**config.mk**
```make
export PLATFORM = sky130hd
export DESIGN_NAME = mips_cpu_regfile_write_arbiter
export DESIGN_NICKNAME = d
export VERILOG_FILES = /design/src/rtl/mips_cpu_regfile_write_arbiter.sv
export SDC_FILE = /design/constraint.sdc
export NUM_CORES = 1
export LEC_CHECK = 0
export ABC_AREA = 1
export CAP_MARGIN = 20
export CORE_AREA = 2 2 145 147
export DETAILED_ROUTE_END_ITERATION = 12
export DIE_AREA = 0 0 147 149
export SYNTH_ARGS = -nofsm -noshare
export SYNTH_HDL_FRONTEND = slang
export SYNTH_SLANG_ARGS = --single-unit
```
**constraint.sdc**
```tcl
create_clock -name clk -period 5.2 [get_ports clk]
set_input_delay 0.52 -clock clk [delete_from_list [all_inputs] [get_ports clk]]
set_output_delay 0.52 -clock clk [all_outputs]
set_load 0.05 [all_outputs]
```
**src/rtl/mips_cpu_regfile_write_arbiter.sv**
```systemverilog
// Register-file write-port arbiter: two one-entry writeback buffers (ALU, load)
// share one registered write port, with age ordering, starvation relief and a pending-write mask.
module mips_cpu_regfile_write_arbiter #(
  parameter int STARVE_LIMIT = 4
) (
  input  logic        clk,
  input  logic        reset,
  input  logic        alu_valid,
  output logic        alu_ready,
  input  logic [4:0]  alu_reg,
  input  logic [31:0] alu_data,
  input  logic        mem_valid,
  output logic        mem_ready,
  input  logic [4:0]  mem_reg,
  input  logic [31:0] mem_data,
  output logic        rf_write_enable,
  output logic [4:0]  rf_write_reg,
  output logic [31:0] rf_write_data,
  output logic [31:0] pending_mask
);

  localparam logic [3:0] STARVE_MAX = 4'(STARVE_LIMIT);

  // One-hot register decode; register 0 is never tracked as pending.
  function automatic logic [31:0] reg_onehot(input logic valid, input logic [4:0] idx);
    logic [31:0] v;
    v = 32'd0;
    if (valid && (idx != 5'd0)) begin
      v[idx] = 1'b1;
    end else begin
      v = 32'd0;
    end
    return v;
  endfunction

  logic        ready_en_r;
  logic        alu_full_r;
  logic [4:0]  alu_reg_r;
  logic [31:0] alu_data_r;
  logic        mem_full_r;
  logic [4:0]  mem_reg_r;
  logic [31:0] mem_data_r;
  logic        mem_older_r;
  logic [3:0]  starve_cnt_r;
  logic        rf_we_r;
  logic [4:0]  rf_reg_r;
  logic [31:0] rf_data_r;
  logic [31:0] pending_r;

  logic        alu_grant_s;
  logic        mem_grant_s;
  logic        alu_ready_s;
  logic        mem_ready_s;
  logic        alu_load_s;
  logic        mem_load_s;
  logic        alu_full_nx;
  logic [4:0]  alu_reg_nx;
  logic [31:0] alu_data_nx;
  logic        mem_full_nx;
  logic [4:0]  mem_reg_nx;
  logic [31:0] mem_data_nx;
  logic        mem_older_nx;
  logic [3:0]  starve_cnt_nx;
  logic        rf_we_nx;
  logic [4:0]  rf_reg_nx;
  logic [31:0] rf_data_nx;
  logic [31:0] pending_nx;

  // Grant selection from buffer state only, so valid never reaches ready combinationally.
  always_comb begin
    alu_grant_s = 1'b0;
    mem_grant_s = 1'b0;
    if (alu_full_r && mem_full_r) begin
      if (alu_reg_r == mem_reg_r) begin
        if (mem_older_r) begin
          mem_grant_s = 1'b1;
        end else begin
          alu_grant_s = 1'b1;
        end
      end else if (starve_cnt_r == STARVE_MAX) begin
        alu_grant_s = 1'b1;
      end else begin
        mem_grant_s = 1'b1;
      end
    end else if (alu_full_r) begin
      alu_grant_s = 1'b1;
    end else if (mem_full_r) begin
      mem_grant_s = 1'b1;
    end else begin
      alu_grant_s = 1'b0;
      mem_grant_s = 1'b0;
    end
  end

  assign alu_ready_s = ready_en_r & (~alu_full_r | alu_grant_s);
  assign mem_ready_s = ready_en_r & (~mem_full_r | mem_grant_s);
  // Writes to r0 complete the handshake but never occupy a buffer.
  assign alu_load_s  = alu_valid & alu_ready_s & (alu_reg != 5'd0);
  assign mem_load_s  = mem_valid & mem_ready_s & (mem_reg != 5'd0);

  assign alu_ready       = alu_ready_s;
  assign mem_ready       = mem_ready_s;
  assign rf_write_enable = rf_we_r;
  assign rf_write_reg    = rf_reg_r;
  assign rf_write_data   = rf_data_r;
  assign pending_mask    = pending_r;

  // Next-state for both holding buffers (a grant and a reload may share one edge).
  always_comb begin
    alu_full_nx = alu_full_r;
    alu_reg_nx  = alu_reg_r;
    alu_data_nx = alu_data_r;
    mem_full_nx = mem_full_r;
    mem_reg_nx  = mem_reg_r;
    mem_data_nx = mem_data_r;
    if (alu_load_s) begin
      alu_full_nx = 1'b1;
      alu_reg_nx  = alu_reg;
      alu_data_nx = alu_data;
    end else if (alu_grant_s) begin
      alu_full_nx = 1'b0;
    end else begin
      alu_full_nx = alu_full_r;
    end
    if (mem_load_s) begin
      mem_full_nx = 1'b1;
      mem_reg_nx  = mem_reg;
      mem_data_nx = mem_data;
    end else if (mem_grant_s) begin
      mem_full_nx = 1'b0;
    end else begin
      mem_full_nx = mem_full_r;
    end
  end

  // Age bit and starvation counter next-state.
  always_comb begin
    mem_older_nx = mem_older_r;
    if (alu_load_s && mem_load_s) begin
      mem_older_nx = 1'b1;
    end else if (alu_load_s && mem_full_r && !mem_grant_s) begin
      mem_older_nx = 1'b1;
    end else if (mem_load_s && alu_full_r && !alu_grant_s) begin
      mem_older_nx = 1'b0;
    end else begin
      mem_older_nx = mem_older_r;
    end
    starve_cnt_nx = 4'd0;
    if (alu_full_r && !alu_grant_s) begin
      if (starve_cnt_r >= STARVE_MAX) begin
        starve_cnt_nx = STARVE_MAX;
      end else begin
        starve_cnt_nx = starve_cnt_r + 4'd1;
      end
    end else begin
      starve_cnt_nx = 4'd0;
    end
  end

  // Write-port next-state and the pending mask as it will look after the edge.
  always_comb begin
    rf_we_nx   = 1'b0;
    rf_reg_nx  = rf_reg_r;
    rf_data_nx = rf_data_r;
    if (alu_grant_s) begin
      rf_we_nx   = 1'b1;
      rf_reg_nx  = alu_reg_r;
      rf_data_nx = alu_data_r;
    end else if (mem_grant_s) begin
      rf_we_nx   = 1'b1;
      rf_reg_nx  = mem_reg_r;
      rf_data_nx = mem_data_r;
    end else begin
      rf_we_nx   = 1'b0;
    end
    pending_nx = reg_onehot(alu_full_nx, alu_reg_nx)
               | reg_onehot(mem_full_nx, mem_reg_nx)
               | reg_onehot(rf_we_nx, rf_reg_nx);
  end

  // State registers; reset discards everything in flight.
  always_ff @(posedge clk or negedge reset) begin
    if (!reset) begin
      ready_en_r   <= 1'b0;
      alu_full_r   <= 1'b0;
      alu_reg_r    <= 5'd0;
      alu_data_r   <= 32'd0;
      mem_full_r   <= 1'b0;
      mem_reg_r    <= 5'd0;
      mem_data_r   <= 32'd0;
      mem_older_r  <= 1'b0;
      starve_cnt_r <= 4'd0;
      rf_we_r      <= 1'b0;
      rf_reg_r     <= 5'd0;
      rf_data_r    <= 32'd0;
      pending_r    <= 32'd0;
    end else begin
      ready_en_r   <= 1'b1;
      alu_full_r   <= alu_full_nx;
      alu_reg_r    <= alu_reg_nx;
      alu_data_r   <= alu_data_nx;
      mem_full_r   <= mem_full_nx;
      mem_reg_r    <= mem_reg_nx;
      mem_data_r   <= mem_data_nx;
      mem_older_r  <= mem_older_nx;
      starve_cnt_r <= starve_cnt_nx;
      rf_we_r      <= rf_we_nx;
      rf_reg_r     <= rf_reg_nx;
      rf_data_r    <= rf_data_nx;
      pending_r    <= pending_nx;
    end
  end

endmodule

```
After elaboration in Yosys (flattened, before gate mapping) --
Index checks and enable logic that the tools add are counted.
Cells by class: $add $sub $neg 1, multiply operators 0, divide/modulo/power cells 0, magnitude comparators 7, eq/ne operators 2, shift operators 0, muxes and demuxes 37, bitwise logic cells 12, reductions and logical operators 22
Operators with widths (number):
- 32-bit two-way mux | 5
- 32-bit bitwise OR | 2
- 5-bit nonzero test | 5
- 1-bit two-way mux | 23
- 5-bit two-way mux | 4
- 5-bit by 6-bit less-than comparator with 1-bit output (second input constant) | 3
- 1-bit demux with 5-bit select | 3
- 5-bit by 1-bit >= comparator with 1-bit output (second input constant) | 3
- 1-bit logical AND | 13
- 4-bit two-way mux | 2
- 1-bit bitwise AND | 6
- 5-bit equality test | 1
- 4-bit by 1-bit adder with 4-bit output (second input constant) | 1
- 4-bit by 3-bit equality test with 1-bit output (second input constant) | 1
- 4-bit by 3-bit >= comparator with 1-bit output (second input constant) | 1
- 3-bit nonzero test | 1
- 1-bit zero test | 2
- 1-bit NOT | 2
- 1-bit bitwise OR | 2
- 2-bit nonzero test | 1
Storage, ports and cells: register bits 152, bits in latches 0, bits in writable memories 0, bits in read-only memories 0, bits of input ports 78, output and inout port bits 72, word-level logic and storage cells 94, memories kept 0

Logic depth before layout (Yosys ltp) --
Gate-level depths: netlist of run 1.
depth after elaboration 16, depth in mapped cells 16, depth with buffers taken out 15

Worst setup path after synthesis of run 1 --
OpenSTA, ideal clock, no wires.
path kind reg2out, start point register alu_reg_r[0], end point output port alu_ready, arrival 1430 ps, required time 4680 ps, setup slack 3250 ps, stages on the path, launching flop included 10, path buffers 1, cells stage by stage dfrtp_1 -> inv_1 -> nand2_1 -> nand2_1 -> nor2_1 -> nand4_1 -> nand3_4 -> buf_6 -> nand2_1 -> inv_1
On the way: word-level cells in the longest chain between the ends 5
RTL lines:
- from (decl) | line 38 | logic [4:0] alu_reg_r;
- from (signal assigned) | line 200 | alu_reg_r <= alu_reg_nx;
- 5-bit equality test | line 74 | if (alu_reg_r == mem_reg_r) begin
- 1-bit two-way mux | line 74
- 1-bit two-way mux | line 73 | if (alu_full_r && mem_full_r) begin
- 1-bit bitwise OR | line 95 | assign alu_ready_s = ready_en_r & (~alu_full_r | alu_grant_s);
- 1-bit bitwise AND | line 95
- to (decl) | line 9 | output logic alu_ready,
Every way passes these cells.

Worst setup path in the final report of run 1 --
start point register alu_full_r, end point output port alu_ready
On the way: word-level cells in the longest chain between the ends 4, elaborated cells on any way between the ends 6, classes of those cells 2 x mux; 3 x bitwise; 1 x reduce/logical
RTL lines:
- from (decl) | line 37 | logic alu_full_r;
- from (signal assigned) | line 199 | alu_full_r <= alu_full_nx;
- 1-bit two-way mux or 1-bit logical AND (tied branches) | line 85, 73
- 1-bit two-way mux | line 73
- 1-bit bitwise OR (*) | line 95
- 1-bit bitwise AND (*) | line 95
Mark *: on every way between the ends. The rest lies on a longest branch, timed or not.

==> results of run 1 <==
==> per-stage QoR <==
| stage | hold WS, ns | cell area [um^2] | cells | util, % |
|---|---|---|---|---|
| after global placement | 0.462 | 8720 | 1261 | 42.4 |
| after CTS | 0.122 | 9330 | 1293 | 45.4 |
| after floorplan | 0.224 | 7000 | 864 | - |
| after detailed placement | 0.466 | 8720 | 1261 | 42.4 |
| after global routing | 0.134 | 9330 | 1293 | 45.4 |
| final | 0.0949 | 9340 | 1294 | 45.4 |
==> Yosys cell counts, types with 2 or more instances <==
master | count | share of area, %
nand3b_1 | 4 | 0.43
o21ai_1 | 3 | 0.21
nor3_1 | 3 | 0.21
nand2_1 | 363 | 19
conb_1 | 2 | 0.11
a21oi_1 | 34 | 2.4
nand4_1 | 11 | 0.98
inv_1 | 35 | 1.9
nor2_2 | 21 | 1.9
buf_6 | 4 | 0.64
nor2_1 | 54 | 2.9
nand3_4 | 2 | 0.50
buf_2 | 3 | 0.21
ha_1 | 2 | 0.36
nand2_2 | 9 | 0.80
nand3_1 | 72 | 5.2
o21ai_0 | 36 | 2.6
inv_2 | 5 | 0.27
dfrtp_1 | 152 | 54
nand3_2 | 2 | 0.29
nor2_4 | 3 | 0.48
clkbuf_1 | 25 | 1.3
buf_4 | 2 | 0.21
a21oi_2 | 3 | 0.38
clkinv_1 | 2 | 0.11
o21ai_4 | 3 | 0.70
==> metal layers <==
| layer | part of all wire [%] | up-vias | GRT usage [%] |
|---|---|---|---|
| li1 | - | 3014 | - |
| met1 | 45 | 2959 | 26.3 |
| met2 | 48 | 177 | 32.1 |
| met3 | 5.1 | 31 | 4.10 |
| met4 | 2.2 | 0 | 7.07 |
| met5 | 0 | - | 0 |
==> cell type report <==
class,instances,area share [%]
sequential,152,40.7
multi-input combinational,635,30.7
timing repair buffer,157,16.6
clock buffer,21,4.93
tap,275,3.69
inverter,42,1.69
clock inverter,11,1.58
antenna,1,0.0268
==> cells by family (layout without fill, tap and decap cells) <==
| group | after synthesis | after routing |
|---|---|---|
| adders and majority gates | 2 | 2 |
| DFF | 152 | 152 |
| buffers and inverters | 77 | 231 |
| other | 2 | 4 |
| AOI/OAI and AO/OA | 81 | 81 |
| and+or+nand+nor | 548 | 548 |
| xor gates and xnor gates | 1 | 1 |
==> report_power, final <==
| group | switching (mW) | total (mW) | internal [mW] |
|---|---|---|---|
| Combinational | 0.744 | 1.10 | 0.358 |
| Clock | 0.491 | 1.27 | 0.780 |
| Sequential | 0.129 | 1.49 | 1.36 |
| Total | 1.36 | 3.87 | 2.50 |
==> cells in the final DEF (no fill, tap or decap), drive strengths merged <==
master and n:
clkinvlp 4, nand3 76, dfrtp 152, bufinv 3, inv 40, xnor2 1
a21oi 37, nor3 4, nor4 1, ha 2, clkinv 6, clkdlybuf4s50 148
nand3b 4, nand2 373, conb 3, buf 9, o21ai 43, nand4 12
nor2 78, diode 1, clkbuf 21, a21boi 1
==> worst paths after layout <==
| check | endpoint | start | slack [ns] |
|---|---|---|---|
| max in group asynchronous | pending_mask[1]$_DFF_PN0_ | reset | 3.96 |
| min reg2reg | mem_data_r[3]$_DFFE_PN0N_ | mem_data_r[3]$_DFFE_PN0N_ | 0.48 |
| min | pending_mask[23]$_DFF_PN0_ | reset | 0.09 |
| max | alu_ready | alu_full_r$_DFF_PN0_ | 2.02 |
| max reg2reg | pending_mask[4]$_DFF_PN0_ | alu_full_r$_DFF_PN0_ | 2.04 |
| min in group clk | mem_data_r[3]$_DFFE_PN0N_ | mem_data_r[3]$_DFFE_PN0N_ | 0.48 |
==> impl_metrics.env, run 1 <==
export IMPL_fp_row_count=53
export IMPL_die_area_um2=21900
export IMPL_clock_tree_buffer_depth=2
export IMPL_dieHeight_um=149
export IMPL_crit_chain="nand2_1 > inv_1 > nand3_4 > nand2_1 > inv_1 > clkdlybuf4s50_1"
export IMPL_synth_edff_count=0
export IMPL_regArea_um2=3800
export IMPL_critPathKind="register to output port"
export IMPL_netlist_instances=863
export IMPL_clk_pin_slew_ns=0.06
export IMPL_syn_to_final_growth_pct=33.4
export IMPL_path_buf_inv=3
export IMPL_postCtsSetupBuffers=0
export IMPL_reg2reg_depth=10
export IMPL_route_detailed_drc=0
export IMPL_setup_viol=0
export IMPL_globalplace_congestion=0.863
export IMPL_cp_max_fo=23
export IMPL_status="finished, final reports clean"
export IMPL_relSlewSlack_pct=45.0
export IMPL_synth_flop_cell="dfrtp_1"
export IMPL_viasPerCell=4.78
export IMPL_pre_cts_ws_ns=2.09
export IMPL_rsz0062_at_grt="false"
export IMPL_io_pins=150
export IMPL_cts_sinks=152
export IMPL_async_flop_share_pct=100
export IMPL_grt_max_degree=67
export IMPL_seq_area_frac_synth_pct=54.4
export IMPL_fillers=2051
export IMPL_cts_buffers_inserted=17
export IMPL_grt_pass1_wl_mm=33.4
export IMPL_clockRootBuffer="clkbuf_16"
export IMPL_finalHoldViolCount=0
export IMPL_vdd_drop_max_v=0.000225
export IMPL_synth_area_per_cell_um2=8.11
export IMPL_core_area_um2=20600
export IMPL_start_util_pct=34.0
export IMPL_crit_arrival_ns=2.66
export IMPL_synth_top_family_by_area="simple AND/OR/NAND/NOR gates"
export IMPL_clkLatencyLatePin_ns=0.42
export IMPL_cts_tree="built"
export IMPL_p_total_mw=3.87
export IMPL_fin_skew_ns=0.0107
export IMPL_synth_distinct_cells=34
export IMPL_grtUsageTotal_pct=19.7
export IMPL_drive_gt1_share_pct=8.94
export IMPL_io_buffers=149
export IMPL_leakage_nw=4.49
export IMPL_yosys_warnings=0
export IMPL_drt_iter0_drc=405
export IMPL_crit_family="buffers and inverters"
export IMPL_wl_per_cell_um=16.1
export IMPL_drtPass1Iterations=4
export IMPL_grt_pass1_vias=6269
export IMPL_ant_nets=0
export IMPL_dp_hpwl_mm=14.3
export IMPL_maxCapViolations=0
export IMPL_synthesis_area_um2=7000
export IMPL_antenna_found_initial=0
export IMPL_ctsResizeCount=0
export IMPL_synth_simple_area_share_pct=33.8
export IMPL_via_count=6181
export IMPL_htree_levels=4
export IMPL_die_w_um=147
export IMPL_synth_fa_ha_area_share_pct=0.358
export IMPL_multi_input_area_um2=2870
export IMPL_worst_path_max_delay_cell="dfrtp_1"
export IMPL_cp_start_kind="register"
export IMPL_min_path_type="input port to asynchronous set/reset pin"
export IMPL_synth_xor_area_share_pct=0.125
export IMPL_drv_slew=0
export IMPL_cp_end_kind="output port"
export IMPL_path_depth=6
export IMPL_num_nets_final=1085
export IMPL_fmax_mhz=315
export IMPL_overflow=0
export IMPL_pwr_density_cell_nw_per_um2=414
export IMPL_postCtsHoldBufs=0
export IMPL_tns_ns=0
export IMPL_finalCriticalPeriod_ns=3.18
export IMPL_worstMarginPinSlew_ns=0.824
export IMPL_synthMuxAreaShare_pct=0
export IMPL_cpPeakStageDelay_ns=0.88
export IMPL_post_route_period_util_pct=61.1
export IMPL_required_ns=4.68
export IMPL_ys_ff_latch=152
export IMPL_fin_ws_ns=2.02
export IMPL_synth_compound_area_share_pct=6.53
export IMPL_wirelength_mm=20.8
Note: power is estimated with default switching activity, not from simulation.
==> inputs of run 2 (changes only) <==
==> constraint.sdc (replaced) <==
create_clock -name clk -period 2.75 [get_ports clk]
set_input_delay 0.275 -clock clk [delete_from_list [all_inputs] [get_ports clk]]
set_output_delay 0.275 -clock clk [all_outputs]
set_load 0.05 [all_outputs]
==> run 2 against run 1 <==
  * Sequential share of layout area fell by 0.29 points
  * Final area is 0.71% higher
  * Critical path depth is 6 higher
  * Clock skew increased by 0.00096 ns
  * Power up 86%
  * Hold slack improved by 0.29 ns
  * First-iteration DRC count decreased by 5.9%
  * Clock power increased by 77%
  * Count of clock-buffer cells in the layout decreased by 2
  * Register-to-register slack worse by 1.8 ns
  * Wire length decreased by 1.4%
  * Highest routed layer unchanged
==> impl_metrics.env, run 2 (same netlist as run 1, synthesis figures left out) <==
export IMPL_htree_levels=4
export IMPL_wirelength_mm=20.5
export IMPL_final_common_cell="nand2_1"
export IMPL_grtUsageTotal_pct=19.5
export IMPL_core_area_um2=20600
export IMPL_crit_arrival_ns=2.84
export IMPL_cp_max_fo=10
export IMPL_clk_pin_slew_ns=0.06
export IMPL_overflow=0
export IMPL_layout_cells_non_filler=1302
export IMPL_grt_pass1_vias=6254
export IMPL_status="finished, final reports clean"
export IMPL_maxCapViolations=0
export IMPL_cts_sinks=152
export IMPL_tns_ns=0
export IMPL_critPathKind="register to register"
export IMPL_dp_cells=1269
export IMPL_leakage_nw=4.54
export IMPL_cp_start_kind="register"
export IMPL_antenna_cells=0
export IMPL_die_w_um=147
export IMPL_layout_common_cells="363 x nand2_1, 152 x dfrtp_1, 146 x clkdlybuf4s50_1"
export IMPL_clock_tree_buffer_depth=2
export IMPL_dp_hpwl_mm=14.2
export IMPL_worstMarginPinSlew_ns=0.664
export IMPL_io_pins=150
export IMPL_setup_viol=0
export IMPL_globalplace_congestion=0.892
export IMPL_drt_iter0_drc=381
export IMPL_drv_slew=0
export IMPL_num_nets_final=1094
export IMPL_pwr_density_cell_nw_per_um2=763
export IMPL_cp_end_kind="register"
export IMPL_min_path_type="input port to register"
export IMPL_finalCriticalPeriod_ns=2.48
export IMPL_cts_tree="built"
export IMPL_clkLatencyLatePin_ns=0.42
export IMPL_io_buffers=149
export IMPL_fmax_mhz=403
export IMPL_drtPass1Iterations=5
export IMPL_p_total_mw=7.17
export IMPL_clockRootBuffer="clkbuf_16"
export IMPL_route_detailed_drc=0
export IMPL_fin_skew_ns=0.0117
export IMPL_finalHoldViolCount=0
export IMPL_die_area_um2=21900
export IMPL_viasPerCell=4.77
export IMPL_grt_max_degree=61
export IMPL_fp_row_count=53
export IMPL_dieHeight_um=149
export IMPL_wl_per_cell_um=15.8
export IMPL_ant_nets=0
export IMPL_relSlewSlack_pct=55.6
export IMPL_cts_buffers_inserted=17
export IMPL_syn_to_final_growth_pct=34.4
export IMPL_via_count=6205
export IMPL_rsz0062_at_grt="false"
export IMPL_start_util_pct=34.0
export IMPL_required_ns=3.10
export IMPL_grt_pass1_wl_mm=33.3
export IMPL_antenna_found_initial=1
export IMPL_post_route_period_util_pct=90.3
export IMPL_vdd_drop_max_v=0.000447
export IMPL_postCtsSetupBuffers=0
export IMPL_drive_gt1_share_pct=9.93
## run 2: cell types whose count changed in the layout (fill, tap and decap cells not counted), moves of 2 or more
cell	before	now
buf_4	8	16
inv_6	0	4
buf_12	0	2
bufinv_16	3	1
clkdlybuf4s50_1	148	146
clkinvlp_4	4	2
nor2_2	21	19
nor2_4	3	5
## run 2: metrics by stage
stage	util (%)	hold WS (ns)	area [um^2]	setup WS [ns]
2_1_floorplan	-	-0.0206	7000	0.917
6_report	45.7	0.383	9400	0.266
3_5_place_dp	42.8	0.306	8800	0.266
5_1_grt	45.7	0.391	9400	0.0107
3_3_place_gp	42.8	0.302	8800	0.266
4_1_cts	45.6	0.371	9380	0.318
## run 2: power breakdown
group / internal [mW] / leakage [nW] / switching (mW)
registers: 2.58 / 1.94 / 0.222
logic: 0.696 / 2.32 / 1.43
clock network: 1.28 / 0.275 / 0.967
total: 4.55 / 4.54 / 2.62
## run 2: worst max-delay path: stages (launching register included)
cell and delay (ns):
dfrtp_1 0.44, inv_1 0.08, nand2_1 0.06, nand2_1 0.06
nor2_1 0.16, nand4_1 0.16, nand3_4 0.13, nand3_2 0.10
nor2_4 0.26, o21ai_1 0.17, nor2_1 0.55, nand2_1 0.12
nand3_1 0.11
## run 2: path summary, 6_finish.rpt
path / depth (start not counted) / endpoint / startpoint / slack [ns]
hold reg to reg: 1 / starve_cnt_r[0]$_DFF_PN0_ / starve_cnt_r[0]$_DFF_PN0_ / 0.47
setup reg to reg: 12 / pending_mask[20]$_DFF_PN0_ / mem_reg_r[1]$_DFF_PN0_ / 0.27
max in group asynchronous: 3 / rf_write_data[1]$_DFFE_PN0P_ / reset / 1.66
hold / removal: 3 / mem_data_r[21]$_DFFE_PN0N_ / mem_data[21] / 0.38
setup / recovery: 12 / pending_mask[20]$_DFF_PN0_ / mem_reg_r[1]$_DFF_PN0_ / 0.27
min in group asynchronous: 2 / pending_mask[13]$_DFF_PN0_ / reset / 0.40
## run 2: cell type report
cell class	instances	area, um^2
fill	2086	11200
clock buffer	19	443
sequential	152	3800
clock inverter	13	121
multi-input combinational	635	2890
tap	275	344
inverter	42	158
timing repair buffer	166	1640
## run 2: layer usage
metal  part of all wire [%]  track usage, %
met1                     44            26.1
met2                     47            30.7
met3                    6.8            5.02
met4                    2.6            7.40
met5                      0               0
## run 2: what timing repair did
item,CTS,global route
hold buffers,1,0
gates resized for setup,0,4
setup endpoints to repair,0,15
endpoints found under the hold margin,58,0
